$ cat config.mk
export PLATFORM = sky130hd
export DESIGN_NAME = two_phase_channel_arbiter
export DESIGN_NICKNAME = d
export VERILOG_FILES = /design/src/rtl/two_phase_channel_arbiter_pkg.sv /design/src/rtl/two_phase_channel_arbiter_sync_ff.sv /design/src/rtl/two_phase_channel_arbiter.sv
export SDC_FILE = /design/constraint.sdc
export NUM_CORES = 1
export LEC_CHECK = 0
export ABC_AREA = 0
export CAP_MARGIN = 10
export CORE_MARGIN = 2
export CORE_UTILIZATION = 50
export DETAILED_ROUTE_END_ITERATION = 8
export GPL_ROUTABILITY_DRIVEN = 0
export GPL_TIMING_DRIVEN = 0
export PLACE_DENSITY_LB_ADDON = 0.2
export REMOVE_ABC_BUFFERS = 1
export SETUP_SLACK_MARGIN = 0.2
export SLEW_MARGIN = 20
export SYNTH_ARGS = -nofsm -noshare
export SYNTH_HDL_FRONTEND = slang
export SYNTH_SLANG_ARGS = --single-unit
$ cat constraint.sdc
create_clock -name clk -period 3.25 [get_ports clk]
set_input_delay 0.4875 -clock clk [delete_from_list [all_inputs] [get_ports clk]]
set_output_delay 0.4875 -clock clk [all_outputs]
set_load 0.02 [all_outputs]
$ cat src/rtl/two_phase_channel_arbiter_pkg.sv
// Shared types and helpers for the channel arbiters: controller state encoding
// and a round-robin picker that any arbiter with up to 16 requesters can reuse.
package two_phase_channel_arbiter_pkg;

   localparam int unsigned RR_MAX_CLIENTS = 16;
   localparam int unsigned RR_IDX_W       = 4;

   typedef enum logic [1:0] {
      ST_IDLE = 2'd0,
      ST_WAIT = 2'd1,
      ST_DONE = 2'd2,
      ST_ERR  = 2'd3
   } arb_state_e;

   typedef struct packed {
      logic                found;
      logic [RR_IDX_W-1:0] idx;
   } rr_pick_t;

   // First set request searching upward from last+1, wrapping at n.
   // Requires last < n and n <= RR_MAX_CLIENTS.
   function automatic rr_pick_t rr_next(
      input logic [RR_MAX_CLIENTS-1:0] req,
      input logic [RR_IDX_W-1:0]       last,
      input int                        n
   );
      rr_pick_t   pick;
      logic [4:0] cand;
      logic [4:0] span;
      pick = '0;
      span = 5'(n);
      cand = {1'b0, last};
      for (int k = 0; k < int'(RR_MAX_CLIENTS); k++) begin
         cand = cand + 5'd1;
         if (cand >= span) begin
            cand = cand - span;
         end
         if (!pick.found && (k < n) && req[cand[3:0]]) begin
            pick.found = 1'b1;
            pick.idx   = cand[3:0];
         end
      end
      return pick;
   endfunction

endpackage

$ cat src/rtl/two_phase_channel_arbiter_sync_ff.sv
// Multi-flop synchronizer for a single asynchronous bit; clears to 0 on reset.
module two_phase_channel_arbiter_sync_ff #(
   parameter int STAGES = 2
) (
   input  logic clk,
   input  logic rst,
   input  logic d,
   output logic q
);

   logic [STAGES-1:0] chain;

   always_ff @(posedge clk) begin
      if (rst) begin
         chain <= '0;
      end else begin
         chain <= {chain[STAGES-2:0], d};
      end
   end

   assign q = chain[STAGES-1];

endmodule

$ cat src/rtl/two_phase_channel_arbiter.sv
// Round-robin arbiter sharing one two-phase req/ack channel among synchronous
// clients, with ack timeout and spurious-ack detection.
//
// state | meaning
// IDLE  | channel quiet (ack_s == out_req); grant the next pending client
// WAIT  | req transition issued; waiting for ack_s to match, timeout counting
// DONE  | one cycle: done pulse to granted client, advance round-robin pointer
// ERR   | timeout or spurious ack seen; frozen until reset
module two_phase_channel_arbiter
   import two_phase_channel_arbiter_pkg::*;
#(
   parameter int NUM_CLIENTS    = 4,
   parameter int SYNC_STAGES    = 2,
   parameter int TIMEOUT_CYCLES = 1024,
   parameter int CNT_W          = 11
) (
   input  logic                           clk,
   input  logic                           rst,
   input  logic [NUM_CLIENTS-1:0]         cli_req,
   output logic [NUM_CLIENTS-1:0]         cli_done,
   output logic [$clog2(NUM_CLIENTS)-1:0] grant_idx,
   output logic                           busy,
   output logic                           out_req,
   input  logic                           out_ack,
   output logic                           err_timeout,
   output logic                           err_protocol
);

   localparam int               IDX_W     = $clog2(NUM_CLIENTS);
   localparam bit               TO_EN     = (TIMEOUT_CYCLES != 0);
   localparam logic [CNT_W-1:0] TO_LAST   = CNT_W'((TIMEOUT_CYCLES == 0) ? 0 : TIMEOUT_CYCLES - 1);
   localparam logic [IDX_W-1:0] LAST_INIT = IDX_W'(NUM_CLIENTS - 1);

   arb_state_e             state_q, state_d;
   logic                   out_req_q, out_req_d;
   logic                   busy_q, busy_d;
   logic [IDX_W-1:0]       grant_q, grant_d;
   logic [IDX_W-1:0]       last_q, last_d;
   logic [CNT_W-1:0]       cnt_q, cnt_d;
   logic [NUM_CLIENTS-1:0] done_q, done_d;
   logic                   err_to_q, err_to_d;
   logic                   err_pr_q, err_pr_d;
   logic                   ack_s;
   rr_pick_t               pick;

   two_phase_channel_arbiter_sync_ff #(
      .STAGES (SYNC_STAGES)
   ) u_ack_sync (
      .clk (clk),
      .rst (rst),
      .d   (out_ack),
      .q   (ack_s)
   );

   always_comb begin
      pick = rr_next(RR_MAX_CLIENTS'(cli_req), RR_IDX_W'(last_q), NUM_CLIENTS);
   end

   always_comb begin
      state_d   = state_q;
      out_req_d = out_req_q;
      busy_d    = busy_q;
      grant_d   = grant_q;
      last_d    = last_q;
      cnt_d     = cnt_q;
      done_d    = '0;
      err_to_d  = err_to_q;
      err_pr_d  = err_pr_q;

      case (state_q)
         ST_IDLE: begin
            // A quiet channel must have ack equal to req; anything else is a stray ack.
            if (ack_s != out_req_q) begin
               err_pr_d = 1'b1;
               state_d  = ST_ERR;
            end else if (pick.found) begin
               grant_d   = IDX_W'(pick.idx);
               out_req_d = ~out_req_q;
               busy_d    = 1'b1;
               cnt_d     = '0;
               state_d   = ST_WAIT;
            end
         end
         ST_WAIT: begin
            cnt_d = cnt_q + 1'b1;
            // Ack match is checked first so it wins a tie with the timeout.
            if (ack_s == out_req_q) begin
               busy_d  = 1'b0;
               done_d  = NUM_CLIENTS'(1) << grant_q;
               state_d = ST_DONE;
            end else if (TO_EN && (cnt_q == TO_LAST)) begin
               err_to_d = 1'b1;
               state_d  = ST_ERR;
            end
         end
         ST_DONE: begin
            last_d  = grant_q;
            state_d = ST_IDLE;
         end
         ST_ERR: begin
            state_d = ST_ERR;
         end
         default: begin
            state_d = ST_IDLE;
         end
      endcase
   end

   always_ff @(posedge clk) begin
      if (rst) begin
         state_q   <= ST_IDLE;
         out_req_q <= 1'b0;
         busy_q    <= 1'b0;
         grant_q   <= '0;
         last_q    <= LAST_INIT;
         cnt_q     <= '0;
         done_q    <= '0;
         err_to_q  <= 1'b0;
         err_pr_q  <= 1'b0;
      end else begin
         state_q   <= state_d;
         out_req_q <= out_req_d;
         busy_q    <= busy_d;
         grant_q   <= grant_d;
         last_q    <= last_d;
         cnt_q     <= cnt_d;
         done_q    <= done_d;
         err_to_q  <= err_to_d;
         err_pr_q  <= err_pr_d;
      end
   end

   assign cli_done     = done_q;
   assign grant_idx    = grant_q;
   assign busy         = busy_q;
   assign out_req      = out_req_q;
   assign err_timeout  = err_to_q;
   assign err_protocol = err_pr_q;

endmodule

==> impl_metrics.env, run 1 <==
export IMPL_status="complete, no violations"
export IMPL_grt_overflow=0
export IMPL_drt_iter0_drc=62
export IMPL_worstReg2RegEnd="cnt_q[10]"
export IMPL_seq_area_um2=544
export IMPL_fin_crit_sh=0.892
export IMPL_final_area_um2=1830
export IMPL_slowest_delay_ps=510
export IMPL_hp_class="flip-flop to flip-flop"
export IMPL_core_rowCount=20
export IMPL_whs_endpoint="u_ack_sync.chain[1]"
export IMPL_worstHoldStart="u_ack_sync.chain[0]"
export IMPL_cp_end_kind="flip-flop"
export IMPL_hold_viol_final=0
export IMPL_reg2reg_depth=10
export IMPL_min_path_cells=1
export IMPL_fin_crit_ps=2900
export IMPL_grt_pass1_vias=1471
export IMPL_dieHeight_um=60.6
export IMPL_intPower_w=0.000866
export IMPL_placed_cells=244
export IMPL_nNetsFinal=222
export IMPL_path_buf_inv=2
export IMPL_fin_tns_setup_ps=0
export IMPL_multiInputGateArea_um2=1000
export IMPL_numCtsBuffers=3
export IMPL_cts_tree="built"
export IMPL_yosys_warnings=0
export IMPL_dr_pass1_iters=4
export IMPL_seqPwrFrac=0.281
export IMPL_p_sw_w=0.000790
export IMPL_swShare=0.477
export IMPL_path_max_fanout=20
export IMPL_wl_per_cell_um=13.9
export IMPL_cp_required_ps=3510
export IMPL_max_freq_mhz=345
export IMPL_grt_max_degree=21
export IMPL_syn_avg_cell_area_um2=8.33
export IMPL_setup_violations=0
export IMPL_stdcell_count=250
export IMPL_power_density_nw_per_um2=903
export IMPL_ys_seq_area_frac=0.338
export IMPL_path_cells="inv_1, ha_4, nor2b_1, o21ai_1, a221o_1, nand3_2, o31ai_4, buf_4, or4_1, a21oi_1"
export IMPL_p_clk_frac=0.084
export IMPL_route_detailed_drc=0
export IMPL_htreeDepth=1
export IMPL_clock_sinks=27
export IMPL_die_w_um=60.6
export IMPL_critPathArrivalTime_ps=3160
export IMPL_core_area_um2=3050
export IMPL_syn_inst=192
export IMPL_antenna_found_initial=0
export IMPL_clkTransAtPathRegs_ps=140
export IMPL_cpMaxStageDelayCell="or4_1"
export IMPL_num_io_pins=17
export IMPL_fin_skew_ps=5.69
export IMPL_area_growth_pct=14.5
export IMPL_max_slew_worst_pin_slew_ps=615
export IMPL_cts_buffer_depth=2
export IMPL_synth_distinct_cells=51
export IMPL_fin_ws_ps=352
export IMPL_cts_root_buf="clkbuf_4"
export IMPL_synth_edf_count=0
export IMPL_portBuffers=16
export IMPL_async_flop_share=0
export IMPL_holdBufCountCts=0
export IMPL_vias_per_cell=5.97
export IMPL_crit_type="flip-flop to flip-flop"
export IMPL_wl_um=3480
export IMPL_synth_seq_cells=27
export IMPL_clk_latency_ps=320
export IMPL_report_final_slew_viol_count=0
export IMPL_drtAntennaViolNets=0
export IMPL_track_usage=0.204
export IMPL_rsz0062_at_grt="false"
export IMPL_ir_drop_v=0.000620
export IMPL_power_frac_comb=0.635
export IMPL_r2r_start="last_q[0]"
export IMPL_num_antenna_cells=0
export IMPL_syn_area_um2=1600
export IMPL_layout_drive_gt1_share=0.102
export IMPL_cp_top_family="simple AND/OR/NAND/NOR gates"
export IMPL_dp_slack_ps=-308
export IMPL_via_count=1492
export IMPL_placed_cell_area_um2=1770
export IMPL_p_leak_nw=0.644
export IMPL_initial_core_util=0.524
export IMPL_synthFlopType="dfxtp_1"
export IMPL_relSlewSlack=0.589
export IMPL_die_area_um2=3670
export IMPL_drv_cap=0
export IMPL_fillers=299
export IMPL_place_hpwl_um=2580
export IMPL_crit_path_start_kind="flip-flop"
export IMPL_rrSetupSlack_ps=350
export IMPL_grt_pass1_wl_um=5940
-- how the worst max path moves through the flow --
stage                endpoint      start  slack, ps  depth (start not counted)
floorplan           cnt_q[10]  last_q[0]        250                          9
global placement     cnt_q[7]  last_q[0]       -200                          9
detailed placement   cnt_q[6]  last_q[0]       -310                          9
CTS                 cnt_q[10]  last_q[0]        260                         10
global route        cnt_q[10]  last_q[0]        200                         10
finish              cnt_q[10]  last_q[0]        350                         10
-- cells in the final DEF, fill, tap and decap left out, drive strengths merged, types with 2 or more instances in the layout --
| master | instances |
|---|---|
| clkdlybuf4s50 | 16 |
| or4 | 5 |
| or3 | 4 |
| a221oi | 2 |
| or2 | 2 |
| nor2 | 21 |
| nand3 | 7 |
| nand4 | 2 |
| a311oi | 2 |
| o31ai | 6 |
| a31oi | 4 |
| nor2b | 3 |
| nor4 | 2 |
| and2 | 2 |
| a21oi | 15 |
| a211oi | 3 |
| clkbuf | 4 |
| buf | 2 |
| mux2i | 7 |
| nand2b | 3 |
| nand2 | 16 |
| dfxtp | 27 |
| o31a | 2 |
| ha | 8 |
| o21a | 2 |
| nor3 | 4 |
| o21ai | 14 |
| mux2 | 2 |
| inv | 8 |
-- power groups by stage --
stage	clock network, W	logic (W)	registers (W)
after floorplan	0	0.000723	0.000487
after global placement	0	0.000937	0.000467
after detailed placement	0	0.000968	0.000471
after CTS	0.000143	0.00102	0.000466
after global routing	0.000159	0.00116	0.000478
final	0.000139	0.00105	0.000466
-- registers in the layout, indices dropped and copies added, names as in the netlist --
register and cells:
busy 1, cli_done 4, cnt_q 11, err_protocol 1, err_timeout 1, grant_idx 2
last_q 2, out_req 1, state_q 2, u_ack_sync.chain 2
-- final cells by class --
class / instances / area share
Multi-Input combinational cell: 149 / 0.547
Sequential cell: 27 / 0.297
Timing Repair Buffer: 18 / 0.0956
Tap cell: 44 / 0.0300
Inverter: 8 / 0.0164
Clock buffer: 4 / 0.0143
-- cells by family after synthesis --
kind of cell | count (synthesis) | synth area share
muxes | 9 | 0.0579
and+or+nand+nor | 75 | 0.243
xor gates and xnor gates | 2 | 0.0109
buffers and inverters | 16 | 0.0485
AOI/OAI and AO/OA | 55 | 0.239
DFF | 27 | 0.338
adders and majority gates | 8 | 0.0626
-- synth_stat cells, types with 5 or more instances --
library cell	count	share of area
a21oi_1	13	0.041
dfxtp_1	27	0.34
ha_1	8	0.063
inv_1	7	0.016
mux2i_1	7	0.044
nand2_1	16	0.038
nand3_1	6	0.019
nor2_1	20	0.047
o21ai_0	8	0.025
o21ai_1	6	0.019
o31ai_1	5	0.023
or4_1	5	0.023
-- layer usage --
metal | vias to the layer above | part of all wire | global-route usage
li1 | 732 | - | -
met1 | 729 | 0.45 | 0.253
met2 | 26 | 0.52 | 0.372
met3 | 5 | 0.022 | 0.0128
met4 | 0 | 0.012 | 0.0745
met5 | - | 0 | 0
-- stage by stage --
stage | hold WS [ps] | total power [W] | utilization
after floorplan | 414 | 0.00121 | -
after global placement | 440 | 0.00140 | 0.579
after detailed placement | 446 | 0.00144 | 0.579
after CTS | 472 | 0.00163 | 0.597
after global routing | 476 | 0.00180 | 0.600
final | 470 | 0.00166 | 0.600
-- timing repair --
action | in CTS | in global routing
setup buffers | 2 | 0
endpoints found under the setup margin | 16 | 3
gates resized for setup | 5 | 1
(Power assumes the default switching activity.)
==> inputs of run 2 (changes only) <==
Settings changed: HOLD_SLACK_MARGIN set to 0.1.
Clock period 3.25 ns to 2.6 ns, I/O delays scaled along.
==> impl_metrics.env, run 2 (same netlist as run 1, synthesis figures left out) <==
export IMPL_layout_commonest_cell="dfxtp_1"
export IMPL_power_density_nw_per_um2=1290
export IMPL_p_leak_nw=0.746
export IMPL_cts_root_buf="clkbuf_4"
export IMPL_fin_skew_ps=6.06
export IMPL_drv_cap=0
export IMPL_r2r_start="last_q[0]"
export IMPL_layout_drive_gt1_share=0.288
export IMPL_hold_slack_ps=469
export IMPL_antenna_found_initial=0
export IMPL_path_max_fanout=6
export IMPL_grt_pass1_wl_um=7070
export IMPL_via_count=1676
export IMPL_fillers=254
export IMPL_fin_ws_ps=4.01
export IMPL_wl_um=4480
export IMPL_reg2reg_depth=11
export IMPL_drtAntennaViolNets=0
export IMPL_crit_path_start_kind="flip-flop"
export IMPL_fin_crit_sh=0.998
export IMPL_final_cell_mix="dfxtp_1 (25), nor2_1 (18), nand2_1 (16), clkdlybuf4s50_1 (16), buf_4 (10)"
export IMPL_whs_endpoint="u_ack_sync.chain[1]"
export IMPL_dr_pass1_iters=4
export IMPL_relSlewSlack=0.560
export IMPL_seq_area_um2=548
export IMPL_area_growth_pct=33.1
export IMPL_worstReg2RegEnd="cnt_q[10]"
export IMPL_largest_reg_flops=11
export IMPL_critPathArrivalTime_ps=2860
export IMPL_hp_class="flip-flop to flip-flop"
export IMPL_rrSetupSlack_ps=4
export IMPL_worstHoldStart="u_ack_sync.chain[0]"
export IMPL_die_area_um2=3670
export IMPL_dieHeight_um=60.6
export IMPL_num_antenna_cells=0
export IMPL_nNetsFinal=238
export IMPL_core_rowCount=20
export IMPL_grt_overflow=0
export IMPL_num_io_pins=17
export IMPL_clkTransAtPathRegs_ps=140
export IMPL_max_freq_mhz=385
export IMPL_clock_sinks=27
export IMPL_setup_violations=0
export IMPL_multiInputGateArea_um2=1150
export IMPL_grt_pass1_vias=1649
export IMPL_status="complete, no violations"
export IMPL_cts_buffer_depth=2
export IMPL_drt_iter0_drc=98
export IMPL_cp_startpoint="last_q[0]"
export IMPL_top_register="cnt_q"
export IMPL_cp_required_ps=2860
export IMPL_min_path_cells=1
export IMPL_core_area_um2=3050
export IMPL_route_detailed_drc=0
export IMPL_rsz0062_at_grt="true"
export IMPL_portBuffers=16
export IMPL_holdBufCountCts=0
export IMPL_report_final_slew_viol_count=0
export IMPL_ir_drop_v=0.000940
export IMPL_numCtsBuffers=3
export IMPL_fin_crit_ps=2600
export IMPL_initial_core_util=0.524
export IMPL_cp_end_kind="flip-flop"
export IMPL_clk_latency_ps=320
export IMPL_die_w_um=60.6
export IMPL_max_slew_worst_pin_slew_ps=658
export IMPL_vias_per_cell=6.30
export IMPL_hold_viol_final=0
export IMPL_grt_max_degree=19
export IMPL_wl_per_cell_um=16.8
export IMPL_dp_slack_ps=-958
export IMPL_cts_tree="built"
export IMPL_htreeDepth=1
export IMPL_crit_type="flip-flop to flip-flop"
export IMPL_place_hpwl_um=2580
export IMPL_track_usage=0.250
==> run 2: cell count changes in the layout (fill, tap and decap cells not counted), sizes merged <==
cell      delta
inv          -1
clkinvlp     +1
buf         +16
==> run 2: through the flow <==
| stage | cell area, um2 | util | TNS (ps) | instances | total power (W) |
|---|---|---|---|---|---|
| floorplan | 1550 | - | -4650 | 184 | 0.00151 |
| global placement | 1770 | 0.579 | -11740 | 244 | 0.00175 |
| detailed placement | 1770 | 0.579 | -13360 | 244 | 0.00180 |
| global route | 2130 | 0.698 | -415 | 266 | 0.00291 |
| finish | 2130 | 0.698 | 0 | 266 | 0.00274 |
| CTS | 2060 | 0.675 | 0 | 265 | 0.00248 |
==> run 2: what timing repair did <==
| action | 4_1_cts | 5_1_grt |
|---|---|---|
| setup buffers | 16 | 1 |
| cloned | 1 | 0 |
| endpoints found under the setup margin | 16 | 15 |
| pin swaps | 24 | 12 |
| resized for setup | 37 | 15 |
==> run 2: power breakdown <==
part	internal (W)	switching, W
combinational	0.000882	0.00112
sequential	0.000489	0.0000757
clock	0.0000600	0.000115
==> run 2: per-layer routing <==
metal	wire, um	track usage	up-vias	part of all wire
li1	-	-	766	-
met1	1780	0.298	812	0.40
met2	2300	0.449	76	0.51
met3	228	0.0192	22	0.051
met4	173	0.124	0	0.039
met5	0	0	-	0
==> run 2: layout make-up <==
cell class,instances,area share
Clock buffer,4,0.0123
Inverter,8,0.0159
Multi-Input combinational cell,149,0.539
Sequential cell,27,0.257
Tap cell,44,0.0259
Timing Repair Buffer,34,0.150
==> run 2: critical path: stages, from the launching register on <==
cell        delay (ps)
dfxtp_4            380
clkinvlp_4         120
ha_4               300
buf_6              120
mux2i_1            110
mux2i_1            210
o31a_1             240
o21a_4             190
o31ai_4             80
buf_6              150
or4_4              480
a21oi_2            150
==> run 2: worst max-delay path by stage <==
stage / endpoint / cells after the start / slack (ps)
2_1_floorplan: cnt_q[10] / 9 / -400
3_3_place_gp: cnt_q[7] / 9 / -850
3_5_place_dp: cnt_q[6] / 9 / -960
4_1_cts: cnt_q[6] / 10 / 150
5_1_grt: cnt_q[10] / 11 / -80
6_report: cnt_q[10] / 11 / 4
